[config.mk]
export PLATFORM = sky130hd
export DESIGN_NAME = wb_ring_writer_flat
export DESIGN_NICKNAME = d
export VERILOG_FILES = /design/src/rtl/wb_ring_writer_if.sv /design/src/rtl/wb_ring_writer.sv /design/src/flat_wrapper.sv
export SDC_FILE = /design/constraint.sdc
export NUM_CORES = 1
export LEC_CHECK = 0
export BUFFER_PORTS_ARGS = -buffer_cell sky130_fd_sc_hd__clkbuf_2
export CAP_MARGIN = 20
export CORE_MARGIN = 5
export CORE_UTILIZATION = 30
export DETAILED_ROUTE_END_ITERATION = 12
export PLACE_DENSITY = 0.45
export SKIP_LAST_GASP = 1
export SLEW_MARGIN = 25
export SYNTH_ARGS = -nofsm -noshare
export SYNTH_HDL_FRONTEND = slang
export SYNTH_SLANG_ARGS = --single-unit
[constraint.sdc]
create_clock -name clk_i -period 2.7 [get_ports clk_i]
set_input_delay 0.54 -clock clk_i [delete_from_list [all_inputs] [get_ports clk_i]]
set_output_delay 0.54 -clock clk_i [all_outputs]
set_load 0.01 [all_outputs]
[src/rtl/wb_ring_writer_if.sv]
// Wishbone classic bus bundle between the ring writer (master) and dual-port RAM port B (slave).
interface wb_ring_writer_if #(
    parameter int ADDR_WIDTH = 15,
    parameter int DATA_WIDTH = 32
);
    logic [ADDR_WIDTH-1:0] adr;
    logic [DATA_WIDTH-1:0] dat;
    logic                  we;
    logic [3:0]            sel;
    logic                  stb;
    logic                  cyc;
    logic                  ack;
    logic                  stall;

    modport master (
        output adr, dat, we, sel, stb, cyc,
        input  ack, stall
    );

    modport slave (
        input  adr, dat, we, sel, stb, cyc,
        output ack, stall
    );
endinterface

[src/rtl/wb_ring_writer.sv]
// Streams samples through a small FIFO into a circular RAM region with single-word Wishbone writes.
// Optional feature macro: RING_WRITER_HALF_IRQ_EN (half-ring and wrap progress pulse on irq_o).
module wb_ring_writer #(
    parameter int          DATA_WIDTH  = 32,
    parameter int          ADDR_WIDTH  = 15,
    parameter int unsigned BASE_ADDR   = 'h4000,
    parameter int          RING_WORDS  = 256,
    parameter int          FIFO_DEPTH  = 4,
    parameter int          ACK_TIMEOUT = 15
) (
    input  logic                          clk_i,
    input  logic                          rst_i,
    // Sample handshake: a sample transfers on every cycle where sample_valid_i and
    // sample_ready_o are both high; valid while not ready drops the sample and sets overflow_o.
    input  logic                          sample_valid_i,
    input  logic [DATA_WIDTH-1:0]         sample_i,
    output logic                          sample_ready_o,
    input  logic                          clear_i,
    output logic [$clog2(RING_WORDS)-1:0] wr_idx_o,
    output logic                          overflow_o,
    output logic                          err_o,
    output logic                          irq_o,
    output logic [1:0]                    state_o,
    wb_ring_writer_if.master              wb
);

    localparam int IW = $clog2(RING_WORDS);
    localparam int PW = $clog2(FIFO_DEPTH);
    localparam int CW = PW + 1;
    localparam int TW = ($clog2(ACK_TIMEOUT + 1) < 4) ? 4 : $clog2(ACK_TIMEOUT + 1);

    localparam logic [ADDR_WIDTH-1:0] BASE     = ADDR_WIDTH'(BASE_ADDR);
    localparam logic [CW-1:0]         DEPTH_C  = CW'(FIFO_DEPTH);
    localparam logic [TW-1:0]         TMO_LAST = TW'(ACK_TIMEOUT - 1);

    typedef enum logic [1:0] {
        ST_IDLE  = 2'd0,
        ST_WRITE = 2'd1,
        ST_ERR   = 2'd2
    } state_t;

    state_t state_q, state_d;

    logic [DATA_WIDTH-1:0] fifo_mem [FIFO_DEPTH];
    logic [PW-1:0]         rd_ptr_q, wr_ptr_q, rd_ptr_next;
    logic [CW-1:0]         cnt_q;

    logic [IW-1:0]         wr_idx_q, idx_next;
    logic [TW-1:0]         tmo_q, tmo_d;
    logic                  stb_q, stb_d;
    logic [ADDR_WIDTH-1:0] adr_q, adr_d;
    logic [DATA_WIDTH-1:0] dat_q, dat_d;
    logic [3:0]            sel_q;
    logic                  ovf_q, err_q;

    logic                  full, push, pop, inc_idx, set_err, more_after_pop;

    function automatic logic [ADDR_WIDTH-1:0] ring_adr(input logic [IW-1:0] idx);
        return BASE + ADDR_WIDTH'({idx, 2'b00});
    endfunction

    // Readiness depends only on the registered count, so a full FIFO drops even when popping.
    assign full           = (cnt_q == DEPTH_C);
    assign sample_ready_o = ~full;
    assign push           = sample_valid_i & ~full & ~clear_i;
    assign rd_ptr_next    = rd_ptr_q + PW'(1);
    assign idx_next       = wr_idx_q + IW'(1);
    // A same-cycle push counts as the follow-on word; its data is forwarded from sample_i.
    assign more_after_pop = (cnt_q > CW'(1)) | push;

    always_comb begin
        state_d = state_q;
        stb_d   = stb_q;
        adr_d   = adr_q;
        dat_d   = dat_q;
        tmo_d   = tmo_q;
        pop     = 1'b0;
        inc_idx = 1'b0;
        set_err = 1'b0;
        unique case (state_q)
            ST_IDLE: begin
                tmo_d = '0;
                if (cnt_q != '0) begin
                    state_d = ST_WRITE;
                    stb_d   = 1'b1;
                    adr_d   = ring_adr(wr_idx_q);
                    dat_d   = fifo_mem[rd_ptr_q];
                end
            end
            ST_WRITE: begin
                if (wb.ack) begin
                    pop     = 1'b1;
                    inc_idx = 1'b1;
                    tmo_d   = '0;
                    if (more_after_pop) begin
                        adr_d = ring_adr(idx_next);
                        dat_d = (cnt_q > CW'(1)) ? fifo_mem[rd_ptr_next] : sample_i;
                    end else begin
                        stb_d   = 1'b0;
                        state_d = ST_IDLE;
                    end
                end else if (wb.stall || (tmo_q == TMO_LAST)) begin
                    // Abort: the head word is discarded and the ring index stays put.
                    pop     = 1'b1;
                    set_err = 1'b1;
                    stb_d   = 1'b0;
                    tmo_d   = '0;
                    state_d = ST_ERR;
                end else begin
                    tmo_d = tmo_q + TW'(1);
                end
            end
            ST_ERR: begin
                stb_d = 1'b0;
            end
            default: begin
                stb_d   = 1'b0;
                state_d = ST_IDLE;
            end
        endcase
    end

    always_ff @(posedge clk_i) begin
        if (rst_i) begin
            state_q  <= ST_IDLE;
            stb_q    <= 1'b0;
            adr_q    <= '0;
            dat_q    <= '0;
            sel_q    <= 4'h0;
            tmo_q    <= '0;
            rd_ptr_q <= '0;
            wr_ptr_q <= '0;
            cnt_q    <= '0;
            wr_idx_q <= '0;
            ovf_q    <= 1'b0;
            err_q    <= 1'b0;
        end else if (clear_i) begin
            state_q  <= ST_IDLE;
            stb_q    <= 1'b0;
            sel_q    <= 4'hF;
            tmo_q    <= '0;
            rd_ptr_q <= '0;
            wr_ptr_q <= '0;
            cnt_q    <= '0;
            wr_idx_q <= '0;
            ovf_q    <= 1'b0;
            err_q    <= 1'b0;
        end else begin
            state_q <= state_d;
            stb_q   <= stb_d;
            adr_q   <= adr_d;
            dat_q   <= dat_d;
            sel_q   <= 4'hF;
            tmo_q   <= tmo_d;
            if (push) begin
                wr_ptr_q <= wr_ptr_q + PW'(1);
            end
            if (pop) begin
                rd_ptr_q <= rd_ptr_next;
            end
            cnt_q <= cnt_q + CW'(push) - CW'(pop);
            if (inc_idx) begin
                wr_idx_q <= idx_next;
            end
            if (sample_valid_i && full) begin
                ovf_q <= 1'b1;
            end
            if (set_err) begin
                err_q <= 1'b1;
            end
        end
    end

    always_ff @(posedge clk_i) begin
        if (push) begin
            fifo_mem[wr_ptr_q] <= sample_i;
        end
    end

`ifdef RING_WRITER_HALF_IRQ_EN
    logic irq_q;

    always_ff @(posedge clk_i) begin
        if (rst_i || clear_i) begin
            irq_q <= 1'b0;
        end else begin
            irq_q <= inc_idx && ((idx_next == IW'(RING_WORDS / 2)) || (idx_next == '0));
        end
    end

    assign irq_o = irq_q;
`else
    assign irq_o = 1'b0;
`endif

    // cyc and stb always move together: one single-word cycle at a time.
    assign wb.cyc     = stb_q;
    assign wb.stb     = stb_q;
    assign wb.we      = stb_q;
    assign wb.sel     = sel_q;
    assign wb.adr     = adr_q;
    assign wb.dat     = dat_q;
    assign wr_idx_o   = wr_idx_q;
    assign overflow_o = ovf_q;
    assign err_o      = err_q;
    assign state_o    = state_q;

endmodule

[src/flat_wrapper.sv]
// flat-port wrapper written by rule: the top's interface ports become plain ports
module wb_ring_writer_flat 
#(
    parameter int          DATA_WIDTH  = 32,
    parameter int          ADDR_WIDTH  = 15,
    parameter int unsigned BASE_ADDR   = 'h4000,
    parameter int          RING_WORDS  = 256,
    parameter int          FIFO_DEPTH  = 4,
    parameter int          ACK_TIMEOUT = 15
)
  (clk_i, rst_i, sample_valid_i, sample_i, sample_ready_o, clear_i, wr_idx_o, overflow_o, err_o, irq_o, state_o, wb_adr, wb_dat, wb_we, wb_sel, wb_stb, wb_cyc, wb_ack, wb_stall);
  wb_ring_writer_if #(.ADDR_WIDTH(ADDR_WIDTH), .DATA_WIDTH(DATA_WIDTH)) wb_i ();
  input  logic clk_i;
  input  logic rst_i;
  input  logic sample_valid_i;
  input  logic [DATA_WIDTH-1:0] sample_i;
  output logic sample_ready_o;
  input  logic clear_i;
  output logic [$clog2(RING_WORDS)-1:0] wr_idx_o;
  output logic overflow_o;
  output logic err_o;
  output logic irq_o;
  output logic [1:0] state_o;
  output wire logic [$bits(wb_i.adr)-1:0] wb_adr;
  output wire logic [$bits(wb_i.dat)-1:0] wb_dat;
  output wire logic [$bits(wb_i.we)-1:0] wb_we;
  output wire logic [$bits(wb_i.sel)-1:0] wb_sel;
  output wire logic [$bits(wb_i.stb)-1:0] wb_stb;
  output wire logic [$bits(wb_i.cyc)-1:0] wb_cyc;
  input wire logic [$bits(wb_i.ack)-1:0] wb_ack;
  input wire logic [$bits(wb_i.stall)-1:0] wb_stall;
  assign wb_adr = wb_i.adr;
  assign wb_dat = wb_i.dat;
  assign wb_we = wb_i.we;
  assign wb_sel = wb_i.sel;
  assign wb_stb = wb_i.stb;
  assign wb_cyc = wb_i.cyc;
  assign wb_i.ack = wb_ack;
  assign wb_i.stall = wb_stall;
  wb_ring_writer #(.DATA_WIDTH(DATA_WIDTH), .ADDR_WIDTH(ADDR_WIDTH), .BASE_ADDR(BASE_ADDR), .RING_WORDS(RING_WORDS), .FIFO_DEPTH(FIFO_DEPTH), .ACK_TIMEOUT(ACK_TIMEOUT)) u_core (.clk_i(clk_i), .rst_i(rst_i), .sample_valid_i(sample_valid_i), .sample_i(sample_i), .sample_ready_o(sample_ready_o), .clear_i(clear_i), .wr_idx_o(wr_idx_o), .overflow_o(overflow_o), .err_o(err_o), .irq_o(irq_o), .state_o(state_o), .wb(wb_i));
endmodule
; Word-level counts from Yosys, hierarchy flattened
; Memory sizes are Yosys's and may differ from the RTL's. A register that Yosys moved wholly into a read port is not among the register bits.
; Cells that the tools add are included.
; W data, S select, Z words.
[word_totals]
register_bits = 75
latchBits = 0
ram_bits = 128
romBits = 0
word_cells = 80
memories = 1
[memory_table]
columns = name, words, word_bits, read_ports, rd_ports_with_merged_regs, write_ports, line_no
row1 = u_core.fifo_mem, 4, 32, 2, 1, 1, wb_ring_writer.sv:44  ; logic [DATA_WIDTH-1:0] fifo_mem [FIFO_DEPTH];
[op_classes]
add_sub_neg = 8
multipliers = 0
div_mod_pow = 0
magnitude_cmp = 1
n_eq_ne = 9
shift = 0
n_mux = 34
n_bitwise = 6
reduce_logical = 9
[ops]
columns = cell, n
row1 = $mux W32, 4
row2 = $pmux W32 S2, 1
row3 = $mux W15, 3
row4 = $add A15 B10 Y15 const A, 2
row5 = $pmux W15 S2, 1
row6 = $mux W1, 13
row7 = $mux W2, 6
row8 = $mux W4, 3
row9 = $add A8 B1 Y8 const B, 1
row10 = $pmux W4 S2, 1
row11 = $pmux W2 S3, 1
row12 = $reduce_and A5 Y1, 1
row13 = $add A2 B1 Y2 const B, 2
row14 = $add A4 B1 Y4 const B, 1
row15 = $eq A4 B4 Y1 const B, 1
row16 = $ne A2 B1 Y1 const B, 2
row17 = $reduce_and A4 Y1, 1
row18 = $add A3 B1 Y3, 1
row19 = $eq A3 B3 Y1 const B, 1
row20 = $gt A3 B1 Y1 const B, 1
row21 = $ne A3 B2 Y1 const B, 1
row22 = $ne A3 B3 Y1 const B, 1
row23 = $not A1 Y1, 3
row24 = $reduce_and A3 Y1, 1
row25 = 13 further kinds, 14

; Logic depth before layout (Yosys ltp)
; Gate-level depths: netlist of the first run.
[logic_depth]
word_depth = 8
ltp_mapped = 10
ltp_nobuf = 10

; Worst setup path after synthesis of the first run
; Ideal clock, no wire load.
[synth_timing]
kind = input port to flip-flop
start = input port wb_ack
end = register u_core.cnt_q[2]
setup_time_ps = 128
t_arrival_ps = 2141
t_required_ps = 2572
path_slack_ps = 431
stages = 9
path_buffers = 1
cell_sequence = buf_2 > a311oi_1 > nor2_1 > xor2_1 > ha_1 > inv_1 > fa_1 > xnor2_1 > nor2_1
[synth_via]
elab_chain_cells = 3
[synth_lines]
columns = item, line_no
row1 = "start, declared", flat_wrapper.sv:30  ; input wire logic [$bits(wb_i.ack)-1:0] wb_ack;
row2 = $mux W1, wb_ring_writer.sv:91  ; if (wb.ack) begin
row3 = $mux W1, wb_ring_writer.sv:80  ; unique case (state_q)
row4 = $sub A3 B1 Y3, wb_ring_writer.sv:161  ; cnt_q <= cnt_q + CW'(push) - CW'(pop);
row5 = "end signal, assigned", wb_ring_writer.sv:161
row6 = "end, declared", wb_ring_writer.sv:46  ; logic [CW-1:0] cnt_q;
; Every way passes these cells.
; A chain may end at the register's enable or synchronous reset.

; Final worst setup path of the first run
[layout_timing]
start = register u_core.tmo_q[0]
end = register u_core.cnt_q[2]
[layout_via]
elab_chain_cells = 6
[layout_lines]
columns = item, line_no
row1 = "start, declared", wb_ring_writer.sv:49  ; logic [TW-1:0] tmo_q, tmo_d;
row2 = "start signal, assigned", wb_ring_writer.sv:154  ; tmo_q <= tmo_d;
row3 = $eq A4 B4 Y1, wb_ring_writer.sv:102  ; end else if (wb.stall || (tmo_q == TMO_LAST)) begin
row4 = $logic_or A1 B1 Y1, wb_ring_writer.sv:102
row5 = $mux W1, wb_ring_writer.sv:102
row6 = $mux W1, wb_ring_writer.sv:91
row7 = $mux W1, wb_ring_writer.sv:80
row8 = $sub A3 B1 Y3, wb_ring_writer.sv:161
; Every way passes these cells.

==> flow_summary.toml, run 1 <==
[global_route]
met3_usage_pct = 3.45
globalRouteOverflowTotal = 0
grt_pass1_vias = 6036
top_usage_layer = "met2"
grt_antenna_before_repair = 2
gr-usage-all-layers_pct = 14.3
gr-usage-met2_pct = 22.6
grt_max_degree = 71
grt.met1_usage_pct = 20.3
grt_first_pass_wirelength_um = 36800

[clock_network]
cts_root_buf = "clkbuf_16"
cts_resized = 0
clk_latency_ns = 0.45
cts_buffer_depth = 2
cts.clk_slew.worst_paths_ns = 0.10
cts_hold_buf = 0
cts_made_buffers = 17
tritoncts = "yes"
post_cts_buffers = 0
cts.sinks = 196
htreeDepth = 4

[logic_synthesis]
synthSimpleGateAreaFrac_pct = 7.17
yosysUniqueCellTypes = 45
ys_ff_latch = 196
ys.flop_type = "edfxtp_1"
synth_compound_area_share_pct = 11.6
yosysSeqAreaShare_pct = 58.1
netlist_instances = 711
synth_adder_area_share_pct = 1.48
synth-xor-area-share_pct = 1.76
netlist_area_um2 = 8950
synth_edf_count = 128
async_flop_share_pct = 0
ys_warn_count = 0
synth_top_family_by_area = "multiplexers"
synthMuxAreaShare_pct = 15.3
syn_area_per_cell_um2 = 12.6

[status]
outcome = "finished clean"

[timing]
maxSlewViolCount = 0
setup_viol = 0
min_period_ns = 2.32
hold_violations = 0
grt_setup_unrepaired = "no"
relSlewSlack_pct = 60.3
fmax_mhz = 431
skew_ns = 0.0219
post-route-period-util_pct = 85.9
tns_ns = 0
tightestPinTransition_ns = 0.595

[run]
cap_viol_max_count = 0

[route]
final_antenna_net_count = 0
avgRoutedWirePerCell_um = 20.0
vias = 6051
drt-pass1-iter-count = 5
drt_iter0_drc = 364
wirelength_um = 23800
route.detailed.drc = 0
via_per_inst = 5.07

[die]
die_h_um = 183
fp.dieW_um = 183
num_rows = 63
fp.dieArea_um2 = 33400
ios = 106
start_util_pct = 30.3
core_area_um2 = 29600

[power]
intPower_mw = 4.78
sequentialPowerShare_pct = 51.0
total_power_mw = 6.52
p_clk_share_pct = 41.5
ir_worst_vdd_mv = 0.399
p_per_area_nw_per_um2 = 614
p_leak_nw = 3.47
sw_frac_of_total_pct = 26.7
combPwrFrac_pct = 7.5
p_sw_mw = 1.74

[placement]
hpwl_um = 14200
gp_congestion = 0.687
numPortBuffers = 98

[setup_path]
arrival_ns = 2.62
worstPathRequired_ns = 3.00
worstSetupPathType = "reg2reg"
cp-end-kind = "register"
worstPathMaxFanout = 4
critPathLaunchType = "register"

[finish]
drive_above_1_share_pct = 24.7
final_nets = 837
area_growth_pct = 18.5

[worst_hold_path]
min_path_type = "in2reg"
[cells by family after synthesis]
logic type,count (synthesis)
and+or+nand+nor,142
other,1
xor gates and xnor gates,18
DFF,196
adders and majority gates,10
muxes,97
buffers and inverters,82
AOI/OAI and AO/OA,165
[critical path, stage by stage, from the launching register on]
cell	delay, ns
dfxtp_1	0.39
inv_1	0.06
ha_1	0.21
a311oi_1	0.40
nor2_1	0.17
xor2_1	0.17
ha_1	0.16
inv_1	0.04
fa_1	0.37
xnor2_1	0.16
nor2_1	0.06
[synthesized netlist by cell type, types with 2 or more instances]
master | number | area, um2
o21a_1 | 2 | 15.0
edfxtp_1 | 128 | 3840
xnor2_1 | 14 | 123
a21oi_1 | 48 | 240
a31oi_1 | 4 | 25.0
o21ai_0 | 2 | 10.0
and2_1 | 7 | 43.8
nand4_1 | 3 | 18.8
nand3b_1 | 3 | 22.5
clkbuf_4 | 2 | 15.0
mux4_2 | 32 | 721
ha_1 | 9 | 113
inv_1 | 11 | 41.3
buf_2 | 16 | 80.1
nand3_1 | 6 | 30.0
buf_4 | 17 | 128
o22ai_1 | 64 | 400
nor2b_1 | 2 | 12.5
nand2_1 | 74 | 278
nand2b_1 | 3 | 18.8
a311oi_1 | 4 | 35.0
or3_1 | 2 | 12.5
clkbuf_1 | 31 | 116
mux2i_1 | 65 | 651
xor2_1 | 4 | 35.0
nor4_1 | 2 | 12.5
dfxtp_1 | 68 | 1360
a211oi_1 | 37 | 278
nor2_1 | 23 | 86.3
nor3_1 | 10 | 50.1
buf_1 | 4 | 15.0
[sequential cells by signal (all words and copies together) (netlist names), named ones only]
signal             count
u_core.wr_idx_o        8
u_core.wr_ptr_q        2
u_core.wb.adr          9
u_core.err_o           1
u_core.cnt_q           3
u_core.wb.dat         32
u_core.wb.cyc          1
u_core.state_o         2
u_core.rd_ptr_q        2
u_core.wb.sel          1
u_core.tmo_q           4
u_core.overflow_o      1
u_core.fifo_mem      128
[power groups by stage]
stage               Sequential (mW)  Clock, mW  Combinational (mW)
finish                         3.32       2.71               0.490
global route                   3.33       2.91               0.543
CTS                            3.32       2.77               0.499
detailed placement             3.39          0               0.498
global placement               3.39          0               0.496
floorplan                      3.40          0               0.275
[area by class of cell]
class                      count  area [um2]
inverter                      12        45.0
multi-input combinational    439        3400
timing repair buffer         123         816
tap                          390         488
antenna                        2        5.00
clock buffer                  17         425
sequential                   196        5210
clock inverter                15         223
fill                        2886       18900
[worst paths after layout]
path	start	to	slack, ns	depth (start not counted)
setup / recovery	u_core.tmo_q[0]	u_core.cnt_q[2]	0.38	10
hold / removal	sample_i[22]	u_core.fifo_mem[3][22]	0.33	1
setup reg to reg	u_core.tmo_q[0]	u_core.cnt_q[2]	0.38	10
hold reg to reg	u_core.wb.adr[14]	u_core.wb.adr[14]	0.47	1
[per-stage QoR]
stage / hold slack [ns] / setup slack (ns) / instance area, um2 / util [%] / instances
finish: 0.325 / 0.382 / 10600 / 35.9 / 1194
global placement: 0.448 / 0.436 / 9960 / 33.7 / 1160
floorplan: 0.469 / 0.431 / 8970 / - / 717
global route: 0.305 / 0.180 / 10600 / 35.9 / 1193
detailed placement: 0.456 / 0.406 / 9960 / 33.7 / 1160
CTS: 0.310 / 0.382 / 10600 / 35.9 / 1192
[per-layer routing]
metal / routed length [um] / share of wire [%]
met1: 11400 / 48
met3: 1180 / 5.0
met2: 11100 / 46
met4: 117 / 0.49
met5: 13 / 0.055
[placed cells by master (no fill, tap or decap), types with 6 or more instances in the layout]
| cell type | Yosys | final |
|---|---|---|
| a211oi_1 | 37 | 37 |
| a21oi_1 | 48 | 47 |
| buf_12 | 0 | 11 |
| buf_4 | 17 | 14 |
| clkbuf_16 | 0 | 17 |
| clkbuf_2 | 0 | 98 |
| conb_1 | 1 | 7 |
| dfxtp_1 | 68 | 66 |
| edfxtp_1 | 128 | 128 |
| ha_1 | 9 | 9 |
| inv_1 | 11 | 11 |
| mux2i_1 | 65 | 65 |
| mux4_2 | 32 | 32 |
| nand2_1 | 74 | 74 |
| nand3_1 | 6 | 6 |
| nor2_1 | 23 | 23 |
| nor3_1 | 10 | 9 |
| o22ai_1 | 64 | 64 |
| xnor2_1 | 14 | 14 |
Power figures use the tool's default switching activity.
==> run 2, diff against run 1 <==
--- a/config.mk
+++ b/config.mk
@@ -5,12 +5,14 @@
 export SDC_FILE = /design/constraint.sdc
 export NUM_CORES = 1
 export LEC_CHECK = 0
+export ABC_AREA = 1
 export BUFFER_PORTS_ARGS = -buffer_cell sky130_fd_sc_hd__clkbuf_2
 export CAP_MARGIN = 20
 export CORE_MARGIN = 5
 export CORE_UTILIZATION = 30
+export CTS_CLUSTER_DIAMETER = 40
 export DETAILED_ROUTE_END_ITERATION = 12
-export PLACE_DENSITY = 0.45
+export PLACE_DENSITY = 0.44
 export SKIP_LAST_GASP = 1
 export SLEW_MARGIN = 25
 export SYNTH_ARGS = -nofsm -noshare
==> flow_summary.toml, run 2 <==
[status]
outcome = "finished clean"

[logic_synthesis]
synth_top_area_share_pct = 39.4
ys_warn_count = 0
synthTopCellsByArea = "edfxtp_1, nand2_1, dfxtp_1, nor2_1, o21ai_0"
synth_common_cells = "nand2_1, nor2_1, edfxtp_1"
netlist_area_um2 = 9760
async_flop_share_pct = 0
yosysSeqAreaShare_pct = 53.4
yosysUniqueCellTypes = 30
yosys.area.top_type = "edfxtp_1"
ys_ff_latch = 196
syn_area_per_cell_um2 = 7.70
ys.flop_type = "edfxtp_1"
synth_edf_count = 128
netlist_instances = 1267
synth_most_common_cell = "nand2_1"

[timing]
setup_viol = 0
relSlewSlack_pct = 44.2
min_period_ns = 2.09
fmax_mhz = 479
maxSlewViolCount = 0
grt_setup_unrepaired = "no"
setup_slack_ns = 0.612
tns_ns = 0
hold_ws_ns = 0.328
tightestPinTransition_ns = 0.837
skew_ns = 0.0225
post-route-period-util_pct = 77.3
hold_violations = 0

[finish]
final_nets = 1389
final_common_cell = "nand2_1"
drive_above_1_share_pct = 13.5
num-fill-cells = 3378
top_register = "u_core.fifo_mem"
final_cell_area_um2 = 11400
area_growth_pct = 17.2
largest_reg_flops = 128
final_core_util_pct = 35.4
ff_latch_area_um2 = 5210
final_cell_mix = "nand2_1, nor2_1, edfxtp_1"
multiInputGateArea_um2 = 3920

[die]
fp.dieArea_um2 = 36200
ios = 106
num_rows = 66
core_area_um2 = 32300
fp.dieW_um = 190
die_h_um = 190
start_util_pct = 30.2

[power]
ir_worst_vdd_mv = 0.419
sequentialPowerShare_pct = 49.6
intPower_mw = 4.90
p_leak_nw = 4.67
sw_frac_of_total_pct = 27.6
p_clk_share_pct = 38.9
combPwrFrac_pct = 11.5
p_sw_mw = 1.87
p_per_area_nw_per_um2 = 592

[setup_path]
max_stage_delay_ns = 0.37
crit_buf_inv = 2
crit_chain = "inv_1 -> ha_1 -> nand3_1 -> nand2_1 -> o21ai_1 -> xnor2_1 -> ha_1 -> inv_1 -> fa_1 -> xnor2_1 -> nor2_1"
arrival_ns = 2.39
critPathLaunchType = "register"
slowest_stage = "dfxtp_1"
cp-end-kind = "register"
worstSetupPathType = "reg2reg"
worstPathMaxFanout = 4
crit_family = "adder cells"
worstPathRequired_ns = 3.00

[clock_network]
cts.clk_slew.worst_paths_ns = 0.09
cts.sinks = 196
clk_latency_ns = 0.45
post_cts_buffers = 0
cts_buffer_depth = 2
htreeDepth = 4
tritoncts = "yes"
cts_made_buffers = 17
cts_resized = 0
cts_hold_buf = 0
cts_root_buf = "clkbuf_16"

[route]
drt-pass1-iter-count = 5
drt_iter0_drc = 462
route.detailed.drc = 0
vias = 8200
final_antenna_net_count = 0
via_per_inst = 4.56
wirelength_um = 28400
avgRoutedWirePerCell_um = 15.8

[placement]
gp_congestion = 0.743
place_ws_ns = 0.617
hpwl_um = 17200
placed_cell_area_um2 = 10800
numPortBuffers = 98

[global_route]
grt_pass1_vias = 8024
gr-usage-all-layers_pct = 15.8
grt_antenna_before_repair = 3
globalRouteOverflowTotal = 0
grt_first_pass_wirelength_um = 44700
grt_max_degree = 65

[run]
cap_viol_max_count = 0

[worst_hold_path]
min_path_type = "in2reg"
## run 2: worst paths after layout
check,end,start,slack (ns),cells past startpoint
max,u_core.cnt_q[2],u_core.tmo_q[0],0.61,11
min,u_core.fifo_mem[2][12],sample_i[12],0.33,1
max reg2reg,u_core.cnt_q[2],u_core.tmo_q[0],0.61,11
min reg2reg,u_core.wb.adr[14],u_core.wb.adr[14],0.45,2
## run 2: logic make-up after synthesis
kind of cell | share of synthesized area (%)
fa+ha+maj | 1.36
other cells | 0.0384
buf+inv | 7.17
simple gates | 29.0
flops | 53.4
compound gates | 8.59
xor+xnor | 0.449
## run 2: power by group through the flow
| stage | Combinational, mW | Sequential [mW] | Clock, mW |
|---|---|---|---|
| after floorplan | 0.472 | 3.44 | 0 |
| after global placement | 0.791 | 3.42 | 0 |
| after detailed placement | 0.794 | 3.42 | 0 |
| after CTS | 0.797 | 3.36 | 2.73 |
| after global routing | 0.895 | 3.37 | 2.85 |
| final | 0.779 | 3.35 | 2.63 |
## run 2: cell type report
type	instances	area share, %
clock inverter	15	1.60
inverter	81	2.66
clock buffer	17	3.72
multi-input combinational	917	34.3
timing repair buffer	128	7.25
sequential	196	45.6
tap	442	4.84
antenna	1	0.0219
## run 2: worst register-to-register path: stages (launching register included)
cell and delay, ns:
dfxtp_1 0.37, inv_1 0.07, ha_1 0.19, nand3_1 0.08, nand2_1 0.09, o21ai_1 0.21, xnor2_1 0.15, ha_1 0.16
inv_1 0.05, fa_1 0.37, xnor2_1 0.17, nor2_1 0.05
## run 2: stage by stage
stage	instances	power [mW]
floorplan	1273	3.91
global placement	1764	4.21
detailed placement	1764	4.22
CTS	1796	6.89
global route	1797	7.11
finish	1797	6.77
## run 2: metal layers
| metal | GRT usage [%] | wire [um] |
|---|---|---|
| met5 | 0 | 26 |
| met4 | 4.72 | 500 |
| met3 | 2.87 | 1170 |
| met2 | 26.9 | 13600 |
| met1 | 20.6 | 13200 |
==> run 3, diff against run 2 <==
--- a/config.mk
+++ b/config.mk
@@ -5,14 +5,14 @@
 export SDC_FILE = /design/constraint.sdc
 export NUM_CORES = 1
 export LEC_CHECK = 0
-export ABC_AREA = 1
+export ABC_AREA = 0
 export BUFFER_PORTS_ARGS = -buffer_cell sky130_fd_sc_hd__clkbuf_2
 export CAP_MARGIN = 20
 export CORE_MARGIN = 5
 export CORE_UTILIZATION = 30
 export CTS_CLUSTER_DIAMETER = 40
 export DETAILED_ROUTE_END_ITERATION = 12
-export PLACE_DENSITY = 0.44
+export PLACE_DENSITY = 0.45
 export SKIP_LAST_GASP = 1
 export SLEW_MARGIN = 25
 export SYNTH_ARGS = -nofsm -noshare
==> constraint.sdc (replaced) <==
create_clock -name clk_i -period 2 [get_ports clk_i]
set_input_delay 0.4 -clock clk_i [delete_from_list [all_inputs] [get_ports clk_i]]
set_output_delay 0.4 -clock clk_i [all_outputs]
set_load 0.01 [all_outputs]
==> flow_summary.toml, run 3 (same netlist as run 1, synthesis figures left out) <==
[die]
die_h_um = 183
core_area_um2 = 29600
ios = 106
fp.dieArea_um2 = 33400
fp.dieW_um = 183
start_util_pct = 30.3
num_rows = 63

[clock_network]
cts_buffer_depth = 2
cts_hold_buf = 0
cts_made_buffers = 17
htreeDepth = 4
clk_latency_ns = 0.44
cts_root_buf = "clkbuf_16"
cts.sinks = 196
tritoncts = "yes"
cts.clk_slew.worst_paths_ns = 0.08

[global_route]
gr-usage-all-layers_pct = 14.4
globalRouteOverflowTotal = 0
grt_first_pass_wirelength_um = 36800
grt_pass1_vias = 6009
grt_antenna_before_repair = 1
grt_max_degree = 65

[power]
p_per_area_nw_per_um2 = 800
ir_worst_vdd_mv = 0.517
p_leak_nw = 3.56

[timing]
min_period_ns = 1.95
tightestPinTransition_ns = 0.584
maxSlewViolCount = 0
setup_slack_ns = 0.0543
grt_setup_unrepaired = "yes"
fmax_mhz = 514
tns_ns = 0
relSlewSlack_pct = 61.1
post-route-period-util_pct = 97.3
hold_violations = 0
hold_ws_ns = 0.198
setup_viol = 0
skew_ns = 0.0151

[worst_hold_path]
worstHoldStart = "sample_i[27]"
min_path_type = "in2reg"
hold_end = "u_core.fifo_mem[2][27]"
whs_path_depth = 1

[setup_path]
worstPathRequired_ns = 2.30
critPathLaunchType = "register"
regToRegStartpoint = "u_core.tmo_q[0]"
rr_worst_depth = 9
arrival_ns = 2.25
worstSetupPathType = "reg2reg"
cp-end-kind = "register"
regToRegSetupSlack_ns = 0.05
worstPathMaxFanout = 2
reg2reg_to = "u_core.cnt_q[1]"

[status]
outcome = "finished clean"

[placement]
numPortBuffers = 98
gp_congestion = 0.722
place_ws_ns = -0.0280
hpwl_um = 15000

[route]
vias = 6027
drt_iter0_drc = 295
drt-pass1-iter-count = 4
avgRoutedWirePerCell_um = 19.8
via_per_inst = 4.98
route.detailed.drc = 0
final_antenna_net_count = 0
wirelength_um = 24000

[finish]
final_nets = 855
ff_latch_area_um2 = 5210
multiInputGateArea_um2 = 3440
drive_above_1_share_pct = 27.7
largest_reg_flops = 128
final_common_cell = "edfxtp_1"
area_growth_pct = 20.6
final_core_util_pct = 36.5
num-fill-cells = 2922
top_register = "u_core.fifo_mem"
final_cell_mix = "edfxtp_1, clkbuf_2, nand2_1"

[run]
cap_viol_max_count = 0
## run 3: cell types whose count changed in the layout (fill, tap and decap cells not counted), moves of 12 or more
cell | previous run | this run
nand2_1 | 415 | 74
nor2_1 | 254 | 22
o21ai_0 | 90 | 2
mux2i_1 | 0 | 65
inv_1 | 73 | 9
o22ai_1 | 0 | 64
a211oi_1 | 0 | 36
nand3_1 | 41 | 6
mux4_2 | 0 | 32
o21ai_1 | 21 | 0
xnor2_1 | 2 | 14
## run 3: what timing repair did
item	4_1_cts	5_1_grt
pin swaps	4	2
setup endpoints to repair	1	42
setup buffers	2	0
resized for setup	8	3
## run 3: report_power, final
part	leakage [nW]	internal (mW)	switching, mW	total [mW]
registers	1.72	4.42	0.0637	4.48
clock network	0.290	1.78	1.68	3.46
logic	1.56	0.280	0.414	0.695
total	3.56	6.48	2.15	8.63
## run 3: how the worst max path moves through the flow
| stage | startpoint | end | depth (start not counted) |
|---|---|---|---|
| global route | u_core.tmo_q[0] | u_core.cnt_q[1] | 9 |
| global placement | u_core.tmo_q[0] | u_core.cnt_q[2] | 10 |
| floorplan | u_core.tmo_q[0] | u_core.cnt_q[2] | 10 |
| detailed placement | u_core.tmo_q[0] | u_core.cnt_q[2] | 10 |
| finish | u_core.tmo_q[0] | u_core.cnt_q[1] | 9 |
| CTS | u_core.tmo_q[0] | u_core.cnt_q[1] | 9 |
## run 3: through the flow
stage,total power [mW],instances,area [um2]
global placement,5.27,1176,10100
detailed placement,5.28,1176,10100
finish,8.63,1211,10800
CTS,8.76,1210,10800
global route,9.01,1210,10800
floorplan,4.96,717,8990
## run 3: per-layer routing
metal  part of all wire, %  wire, um  vias to the layer above  global-route usage (%)
met5                 0.054        13                        -                       0
met4                  0.50       121                        2                    2.16
met3                   5.9      1410                       11                    3.39
met2                    47     11300                      146                    23.2
met1                    47     11200                     2977                    20.2
li1                      -         -                     2891                       -
## run 3: worst max-delay path, stage by stage, from the launching register on
cell and delay, ns:
dfxtp_2 0.34, inv_2 0.04, ha_4 0.16, a311oi_4 0.24
nor2_2 0.09, xor2_1 0.16, ha_2 0.20, inv_2 0.04
fa_2 0.51, nor2_1 0.04
## run 3: final cells by class
type	count	area share (%)
Timing Repair Buffer	141	9.39
Inverter	12	0.417
Sequential cell	196	48.3
Multi-Input combinational cell	439	31.9
Clock buffer	17	3.94
Clock inverter	15	1.54
Antenna cell	1	0.0232
Tap cell	390	4.52
